**config.mk**
```make
export PLATFORM = sky130hd
export DESIGN_NAME = mmio_uart_tx
export DESIGN_NICKNAME = d
export VERILOG_FILES = /design/src/rtl/mmio_uart_tx.sv
export SDC_FILE = /design/constraint.sdc
export NUM_CORES = 1
export LEC_CHECK = 0
export ABC_AREA = 0
export CORE_MARGIN = 2
export CORE_UTILIZATION = 48
export DETAILED_ROUTE_END_ITERATION = 8
export PLACE_DENSITY = 0.88
export SLEW_MARGIN = 25
export SYNTH_ARGS = -nofsm -noshare
export SYNTH_HDL_FRONTEND = slang
export SYNTH_SLANG_ARGS = --single-unit
```
**constraint.sdc**
```tcl
create_clock -name clock -period 2.4 [get_ports clock]
set_input_delay 0.48 -clock clock [delete_from_list [all_inputs] [get_ports clock]]
set_output_delay 0.48 -clock clock [all_outputs]
set_load 0.05 [all_outputs]
```
**src/rtl/mmio_uart_tx.sv**
```systemverilog
// mmio_uart_tx: memory-mapped 8N1 UART transmitter; a write blocks the CPU until its stop bit is sent.
`ifndef MMIO_ADDR_UART
`define MMIO_ADDR_UART 16'hFF04
`endif
module mmio_uart_tx #(
  parameter int CLK_FREQ = 27000000,
  parameter int BAUD = 115200
) (
  input  logic        clock,
  input  logic        reset,
  input  logic [15:0] data_addr,
  input  logic [7:0]  data_in,
  input  logic        data_write,
  input  logic        data_req,
  output logic        mmio_uart_done,
  output logic        uart_tx,
  output logic        busy
);
  localparam int DIV = CLK_FREQ / BAUD;
  localparam int CW = $clog2(DIV);
  typedef enum logic [2:0] {IDLE, START, DATA, STOP, DONE} state_t;
  state_t state, state_n;
  logic [CW-1:0] cnt, cnt_n;
  logic [2:0] idx, idx_n;
  logic [7:0] shift, shift_n;
  logic armed, hit, accept, tick;
  assign hit = data_req && (data_addr == `MMIO_ADDR_UART);
  assign accept = hit && armed && (state == IDLE);
  assign tick = cnt == CW'(DIV - 1);
  assign busy = state != IDLE;
  always_comb begin
    state_n = state;
    shift_n = shift;
    idx_n = idx;
    case (state)
      IDLE: if (accept) begin
        state_n = data_write ? START : DONE;
        shift_n = data_write ? data_in : shift;
      end
      START: if (tick) begin
        state_n = DATA;
        idx_n = 3'd0;
      end
      DATA: if (tick) begin
        shift_n = shift >> 1;
        idx_n = idx + 3'd1;
        state_n = (idx == 3'd7) ? STOP : DATA;
      end
      STOP: state_n = tick ? DONE : STOP;
      default: state_n = IDLE;
    endcase
    cnt_n = (tick || state == IDLE || state == DONE) ? '0 : cnt + CW'(1);
  end
  // Outputs are registered from the next-state values so the line changes on the state boundary.
  always_ff @(posedge clock) begin
    if (reset) begin
      state <= IDLE;
      cnt <= '0;
      idx <= 3'd0;
      shift <= 8'd0;
      armed <= 1'b1;
      uart_tx <= 1'b1;
      mmio_uart_done <= 1'b0;
    end else begin
      state <= state_n;
      cnt <= cnt_n;
      idx <= idx_n;
      shift <= shift_n;
      armed <= accept ? 1'b0 : (!hit ? 1'b1 : armed);
      uart_tx <= (state_n == START) ? 1'b0 : (state_n == DATA) ? shift_n[0] : 1'b1;
      mmio_uart_done <= state_n == DONE;
    end
  end
endmodule

```
==> impl_metrics.csv <==
group,metric,value,unit
setup_path,end_kind,"register",
global_routing,grt_max_degree,14,
cells_and_area,design_area,0.00162,mm^2
setup_path,max_stage_delay,0.55,ns
clock_tree,cts_tree,"done",
synthesis,synth-edff-count,0,
sta,finalCritPeriodShare,0.806,
sta,hold_viol_final,0,
run_status,status,"finished, final reports clean",
floorplan,initial_core_util,0.512,
routing,drc_errors,0,
sta,setup_tns,0,ns
power_and_ir_drop,powerDensity,407,mW/mm^2
global_routing,first_global_vias,1116,
routing,antenna_left,0,
setup_path,cp.arrival,2.15,ns
routing,routed_wl,2550,um
floorplan,io_pins,31,
global_routing,grt_first_pass_wirelength,4660,um
setup_path,path_cells,"or3b_1 -> nor4_4 -> buf_4 -> a31oi_4 -> a21o_4 -> o2bb2ai_1",
sta,rsz0062_at_grt,"no",
global_routing,grt_use_total,0.181,
synthesis,ys_seq_elements,25,
sta,worst_pin_slew,0.481,ns
floorplan,die_h,55.9,um
global_routing,grt_overflow,0,
sta,finalCriticalPeriod,1.93,ns
clock_tree,cts_resized,0,
sta,slew_violations,0,
clock_tree,hold_buffers,0,
cells_and_area,stdcell_count,194,
synthesis,avgSynthCellArea,9.57,um^2
placement,placed_area,0.00160,mm^2
synthesis,yosysSeqAreaShare,0.387,
synthesis,synthDistinctLibCells,40,
setup_path,slowest_stage,"dfxtp_1",
routing,num_vias,1120,
placement,port_buffers,30,
sta,finalSetupViolCount,0,
global_routing,antenna_found_initial,0,
synthesis,synth_area,0.00129,mm^2
cells_and_area,fin_nets,197,
setup_path,critPathRequiredTime,2.61,ns
clock_tree,cts_setup_buffers,0,
power_and_ir_drop,irDropWorstVdd,0.335,mV
synthesis,syn_nets,167,
routing,vias_per_cell,5.77,
clock_tree,clk_path_buf_depth,2,
placement,place_inst,190,
synthesis,syn_inst,135,
cells_and_area,drive_gt1_frac,0.0915,
floorplan,num_rows,18,
clock_tree,htree_num_levels,1,
cells_and_area,final_util,0.643,
clock_tree,cts_made_buffers,3,
setup_path,start_kind,"register",
floorplan,die_x,55.9,um
sta,hold_slack,0.489,ns
sta,slew-limit-headroom,0.675,
floorplan,die_area,0.00312,mm^2
placement,pre_cts_slack,0.208,ns
clock_tree,clk_pin_slew,0.13,ns
power_and_ir_drop,total_power,0.660,mW
placement,hpwl,2060,um
cells_and_area,antennaDiodeCount,0,
power_and_ir_drop,p_leak,0.578,nW
cells_and_area,area_growth_syn_to_layout,25.6,%
synthesis,synth_flop_cell,"dfxtp_1",
placement,gp_congestion,0.790,
routing,drt_iter0_drc,27,
setup_path,crit_type,"register to register",
routing,wire_per_inst,13.2,um
floorplan,core_region_area,0.00252,mm^2
clock_tree,clock_latency,0.31,ns
synthesis,yosys_warnings,0,
synthesis,synth_async_sr_flop_share,0,
worst_hold_path,worstHoldPathType,"register to register",
clock_tree,cts_sinks,25,
sta,setup_slack,0.466,ns
sta,max_freq,517,MHz
sta,skew,0.00230,ns
clock_tree,root_buffer,"clkbuf_4",
routing,drt_pass1_iterations,4,
flow_run,drv_cap,0,
setup_path,path_max_fanout,10,
-- cell type report --
| type | instances | area, um^2 |
|---|---|---|
| tap | 30 | 37.5 |
| inverter | 3 | 11.3 |
| fill | 212 | 900 |
| timing repair buffer | 34 | 328 |
| sequential | 25 | 500 |
| clock buffer | 4 | 26.3 |
| multi-input combinational | 98 | 719 |
-- power breakdown --
part	internal (mW)	switching [mW]
Sequential	0.415	0.00000137
Combinational	0.0444	0.0175
Clock	0.0650	0.118
-- cells in the mapped netlist, types with 2 or more instances --
cell	instances	area [um^2]
mux2i_1	3	30.0
o2bb2ai_1	6	52.6
a22oi_1	8	60.1
nand4_1	3	18.8
nand3_1	6	30.0
and3_1	2	12.5
nand2_1	10	37.5
xnor2_1	3	26.3
nor3_1	3	15.0
a21oi_1	3	15.0
a211oi_1	2	15.0
ha_1	4	50.1
nor2_1	18	67.6
dfxtp_1	25	500
a311oi_1	2	17.5
buf_6	3	33.8
xor2_1	4	35.0
nor4_4	2	42.5
clkbuf_1	4	15.0
inv_1	3	11.3
or3_1	2	12.5
-- critical path: cells and delay by family (launching register included) --
family	cells	cell delay, ns
buf+inv	1	0.24
simple gates	2	0.61
compound gates	3	0.43
flops	1	0.55
-- path summary, 6_finish.rpt --
path | cells after the start | startpoint | endpoint | slack (ns)
worst max-delay path | 6 | state[1] | shift[5] | 0.47
worst max register to register | 6 | state[1] | shift[5] | 0.47
worst min register to register | 1 | shift[6] | shift[6] | 0.49
worst min-delay path | 1 | shift[6] | shift[6] | 0.49
-- kinds of logic (layout without fill, tap and decap cells) --
logic type | Yosys count | count (layout) | synth area share
adder cells (fa/ha/maj) | 4 | 4 | 0.0387
AND/OR/NAND/NOR | 55 | 55 | 0.262
AO/OA/AOI/OAI | 29 | 29 | 0.185
XOR/XNOR | 7 | 7 | 0.0474
flip-flops | 25 | 25 | 0.387
buffers and inverters | 12 | 41 | 0.0561
multiplexers | 3 | 3 | 0.0232
-- state kept, by name, indices dropped and copies added (netlist names) --
signal	flops
state	3
armed	1
uart_tx	1
shift	8
mmio_uart_done	1
cnt	8
idx	3
-- routing by layer --
metal | up-vias | routed length [um] | share of wire | track usage
met5 | - | 0 | 0 | 0
met4 | 0 | 38 | 0.015 | 0.0816
met3 | 4 | 106 | 0.042 | 0.0163
met2 | 36 | 1310 | 0.51 | 0.330
met1 | 524 | 1100 | 0.43 | 0.215
li1 | 556 | - | - | -
-- cells in the final DEF, fill, tap and decap left out, types with 2 or more instances in the layout --
master	instances
and3_1	2
clkdlybuf4s50_1	29
nor2_1	18
nand2_1	10
or3_1	2
a21oi_1	3
a22oi_1	8
a211oi_1	2
a311oi_1	2
buf_4	5
inv_1	3
ha_1	4
xor2_1	4
mux2i_1	3
dfxtp_1	25
nor3_1	3
nand3_1	6
clkbuf_4	3
nand4_1	3
xnor2_1	3
o2bb2ai_1	6
nor4_4	2
No activity file was read; power rests on OpenSTA's default activity.
==> RTL edit 1: new RTL, same flow settings <==
Register the output `uart_tx` once more, without a reset; this adds one clock of latency there. The other outputs are not delayed to match.
--- a/src/rtl/mmio_uart_tx.sv
+++ b/src/rtl/mmio_uart_tx.sv
@@ -20,4 +20,6 @@
   localparam int CW = $clog2(DIV);
   typedef enum logic [2:0] {IDLE, START, DATA, STOP, DONE} state_t;
+
+  logic uart_tx_s0;
   state_t state, state_n;
   logic [CW-1:0] cnt, cnt_n;
@@ -60,5 +62,5 @@
       shift <= 8'd0;
       armed <= 1'b1;
-      uart_tx <= 1'b1;
+      uart_tx_s0 <= 1'b1;
       mmio_uart_done <= 1'b0;
     end else begin
@@ -68,8 +70,12 @@
       shift <= shift_n;
       armed <= accept ? 1'b0 : (!hit ? 1'b1 : armed);
-      uart_tx <= (state_n == START) ? 1'b0 : (state_n == DATA) ? shift_n[0] : 1'b1;
+      uart_tx_s0 <= (state_n == START) ? 1'b0 : (state_n == DATA) ? shift_n[0] : 1'b1;
       mmio_uart_done <= state_n == DONE;
     end
   end
+  always_ff @(posedge clock) begin
+    uart_tx <= uart_tx_s0;
+  end
+
 endmodule
 
Behaviour: not the same (a bounded check fails within 4 cycles, from zero or initial values and one cycle with reset high).
==> RTL edit 1 against the unedited design <==
  * Clock power is 2% lower
  * Sequential cell count is 1 higher
  * Wire length is 10% higher
  * Clock skew is 0.0037 ns higher
  * Total power is 2.1% higher
  * Final area is 1.0% higher
  * Area after synthesis is 1.5% higher
  * Highest routed layer unchanged
  * Setup slack worse by 0.045 ns
  * Largest power group unchanged
  * Critical endpoint is now shift[3]
  * Cell count stayed put
  * Critical path type unchanged
  * Sequential power is 4% higher
  * First-iteration DRC count is 19% higher
==> RTL edit 1: results (changes against the unedited design) <==
- Run status: finished, final reports clean
- Routed via count: 1126 (+0.54%)
- Met2 track demand over resource: 0.336 (+0.00620)
- Max incr delay on CP: 0.58 ns (+0.03 ns)
- Final Routed Wirelength: 2810 um (+10%)
- Post-synth net total: 168 (+0.60%)
- # fillers: 198 (-6.6%)
- Wire length of the first global-routing pass: 4690 um (+0.45%)
- Maximum VDD drop: 0.000331 V (-1.1%)
- Detailed router's first-iteration violation count: 32 (+19%)
- Average routed wire per standard cell: 14.5 um (+10%)
- Top cell types by occurrence after synthesis: 26 x sky130_fd_sc_hd__dfxtp_1, 18 x sky130_fd_sc_hd__nor2_1, 10 x sky130_fd_sc_hd__nand2_1
- Count of mapped cells out of synthesis: 136 (+0.74%)
- Vias in the first global route: 1068 (-4.3%)
- Final-stage net count: 198 (+0.51%)
- Worst-case clock skew: 0.00605 ns (+0.00375 ns)
- Transition time at the pin with the least slew margin: 0.488 ns (+0.00747 ns)
- Net switching share of the total power: 0.206 (+0.000716)
- Routability congestion estimate from global placement: 0.831 (+5.1%)
- Routing usage on met1: 0.226 (+0.0117)
- Inst Count DP: 191 (+0.53%)
- Data arrival time at the worst-slack endpoint: 2.20 ns (+0.05 ns)
- Post-route cell area: 1640 um2 (+1.0%)
- Total Routing Usage GR: 0.188 (+0.00687)
- Num Clock Sinks: 26 (+4.0%)
- Leakage component of the power: 0.585 nW (+1.2%)
- Global routing met3 resource utilization: 0.0207 (+0.00446)
- Synth top area cells: sky130_fd_sc_hd__dfxtp_1 40%, sky130_fd_sc_hd__nor2_1 5.1%, sky130_fd_sc_hd__a22oi_1 4.6%
RTL edit 1: cell types whose count changed after synthesis, sizes merged:
| cell | change |
|---|---|
| dfxtp | +1 |
RTL edit 1: cell families (layout without fill, tap and decap cells):
| group | Yosys count | after routing | share of synthesized area |
|---|---|---|---|
| AND/OR/NAND/NOR | 55 | 55 | 0.258 |
| flip-flops | 26 | 26 | 0.397 |
| adder cells (fa/ha/maj) | 4 | 4 | 0.0381 |
| multiplexers | 3 | 3 | 0.0229 |
| buffers and inverters | 12 | 40 | 0.0553 |
| AO/OA/AOI/OAI | 29 | 29 | 0.182 |
| XOR/XNOR | 7 | 7 | 0.0467 |
RTL edit 1: layout make-up:
class,count,share of cell area
multi-input combinational,98,0.439
sequential,26,0.318
timing repair buffer,34,0.200
tap,30,0.0229
clock buffer,3,0.0137
inverter,3,0.00687
RTL edit 1: layer usage:
layer | up-vias | share of wire
met5 | - | 0
met4 | 0 | 0.018
met3 | 5 | 0.048
met2 | 43 | 0.52
met1 | 527 | 0.41
li1 | 551 | -
RTL edit 1: final timing paths:
| path | to | slack (ns) | depth (start not counted) | from |
|---|---|---|---|---|
| worst min-delay path | uart_tx | 0.35 | 0 | uart_tx_s0 |
| worst max register to register | shift[3] | 0.42 | 6 | state[1] |
| worst max-delay path | shift[3] | 0.42 | 6 | state[1] |
| worst min register to register | uart_tx | 0.35 | 0 | uart_tx_s0 |
RTL edit 1: metrics by stage:
step	total power, mW	setup WS, ns
finish	0.673	0.421
global route	0.694	0.327
CTS	0.675	0.424
detailed placement	0.505	0.120
global placement	0.502	0.261
floorplan	0.454	0.648
RTL edit 1: power groups by stage:
| stage | Combinational, mW | Clock (mW) | Sequential (mW) |
|---|---|---|---|
| after CTS | 0.0638 | 0.180 | 0.432 |
| after global placement | 0.0609 | 0 | 0.441 |
| after floorplan | 0.0130 | 0 | 0.441 |
| final | 0.0634 | 0.179 | 0.431 |
| after global routing | 0.0675 | 0.195 | 0.432 |
| after detailed placement | 0.0636 | 0 | 0.441 |
==> RTL edit 2: new RTL, same settings <==
Made on the original files. The parameter `BAUD` goes from 115200 to 57600.
--- a/src/rtl/mmio_uart_tx.sv
+++ b/src/rtl/mmio_uart_tx.sv
@@ -5,5 +5,5 @@
 module mmio_uart_tx #(
   parameter int CLK_FREQ = 27000000,
-  parameter int BAUD = 115200
+  parameter int BAUD = 57600
 ) (
   input  logic        clock,
Behaviour: same outputs for any inputs over 10 cycles, from zero or initial values and one cycle with reset high; that may be too few to reach the edited logic, so the function may still have changed.
==> RTL edit 2 against the unedited design <==
  * Final area is 0.62% higher
  * Sequential share of layout area up 1.0 points
  * Global-route usage rose by 3.5 points
  * Total power increased by 21%
  * Setup slack worse by 0.16 ns
  * Area after synthesis is 3.2% lower
  * Sequential cell count increased by 1
  * Largest power group unchanged
  * Critical path type is now in -> reg
  * Wire length rose by 17%
  * Non-clock buffer count did not move
  * Synthesized cell count up 5.9%
==> RTL edit 2: results (changes against the unedited design) <==
- Mux cell area share after synthesis: 0.0240 (+0.000767)
- Clock latency reported for the late side of the worst-skew pair: 0.33 ns (+0.02 ns)
- Clkbuf count: 3 (-1)
- Combined area of the multi-input logic cells: 678 um2 (-5.7%)
- Wire length of the first global-routing pass: 4720 um (+1.2%)
- Met2 track demand over resource: 0.429 (+0.0986)
- Detailed Place HPWL: 2270 um (+10%)
- Headroom to the max-slew limit: 0.626 (-0.0488)
- Unique masters post-synth: 36 (-10%)
- Fraction of the mapped netlist area in adder cells: 0.0300 (-0.00872)
- Global routing met3 resource utilization: 0.0269 (+0.0106)
- Avg Vias per Cell: 5.92 (+2.5%)
- Routing usage on met1: 0.231 (+0.0163)
- Routability congestion estimate from global placement: 0.852 (+7.8%)
- Wire length on met2: 1560 um (+19%)
- Power spent charging and discharging nets: 0.152 mW (+12%)
- Top cell types by occurrence after synthesis: 26 x sky130_fd_sc_hd__dfxtp_1, 20 x sky130_fd_sc_hd__nor2_1, 10 x sky130_fd_sc_hd__a21oi_1, 10 x sky130_fd_sc_hd__nand2_1, 8 x sky130_fd_sc_hd__a22oi_1
- Sequential power share: 0.543 (-0.086)
- Number of detailed-route iterations in the first pass: 4 (unchanged)
- # fillers: 216 (+1.9%)
- Largest net degree at the start of global routing: 16 (+2)
- Register fraction of the total cell area: 0.319 (+0.0104)
- Registers with the most flip-flops: cnt x9, shift x8
- Data arrival time at the worst-slack endpoint: 2.37 ns (+0.22 ns)
- Synth top area cells: sky130_fd_sc_hd__dfxtp_1 42%, sky130_fd_sc_hd__nor2_1 6.0%, sky130_fd_sc_hd__a22oi_1 4.8%
- Part of the Yosys area used for sequential elements: 0.416 (+0.0288)
- Maximum net fanout on the critical path: 8 (-2)
- Max incr delay on CP: 0.53 ns (-0.02 ns)
- Post-Synth XOR/XNOR Area: 0.0490 (+0.00157)
- CP max-delay cell: sky130_fd_sc_hd__or4_4
- Run status: finished, final reports clean
- Share of the synthesized area in compound gates (AO/OA/AOI/OAI): 0.149 (-0.0359)
- Non-Clock Buffer Area Fraction: 0.204 (+0.00183)
- Post-synth net total: 174 (+4.2%)
- Detailed router's first-iteration violation count: 37 (+37%)
- Clk pwr: 0.305 mW (+67%)
- Total Routing Usage GR: 0.216 (+0.0348)
- Met3 WL: 157 um (+48%)
- Met1 wire length: 1230 um (+13%)
- Share of layout cells above drive strength 1: 0.0578 (-0.0337)
- Worst-case clock skew: 0.00320 ns (+0.000901 ns)
- Leakage component of the power: 0.591 nW (+2.2%)
- Clock-cell share: 0.0322 (+0.0160)
- Final-stage net count: 205 (+4.1%)
## RTL edit 2: cells by family after synthesis
logic type,Yosys count
DFF,26
and+or+nand+nor,65
muxes,3
adders and majority gates,3
xor gates and xnor gates,7
AOI/OAI and AO/OA,28
buffers and inverters,11
## RTL edit 2: through the flow
step                TNS, ns  area (um2)  cells
CTS                       0        1630    203
global route              0        1630    203
global placement          0        1580    199
detailed placement   -0.163        1580    199
finish                    0        1630    203
floorplan                 0        1250    143
## RTL edit 2: path summary, 6_finish.rpt
path	from	end	slack [ns]	depth (start not counted)
worst min register to register	shift[6]	shift[6]	0.47	2
worst min-delay path	shift[6]	shift[6]	0.47	2
worst max register to register	cnt[0]	shift[1]	0.41	6
worst max-delay path	data_addr[0]	shift[5]	0.30	6
## RTL edit 2: worst max-delay path: cells and delay by family
family | cells | cell delay [ns]
AO/OA/AOI/OAI | 2 | 0.30
buffers and inverters | 1 | 0.41
AND/OR/NAND/NOR | 3 | 1.17
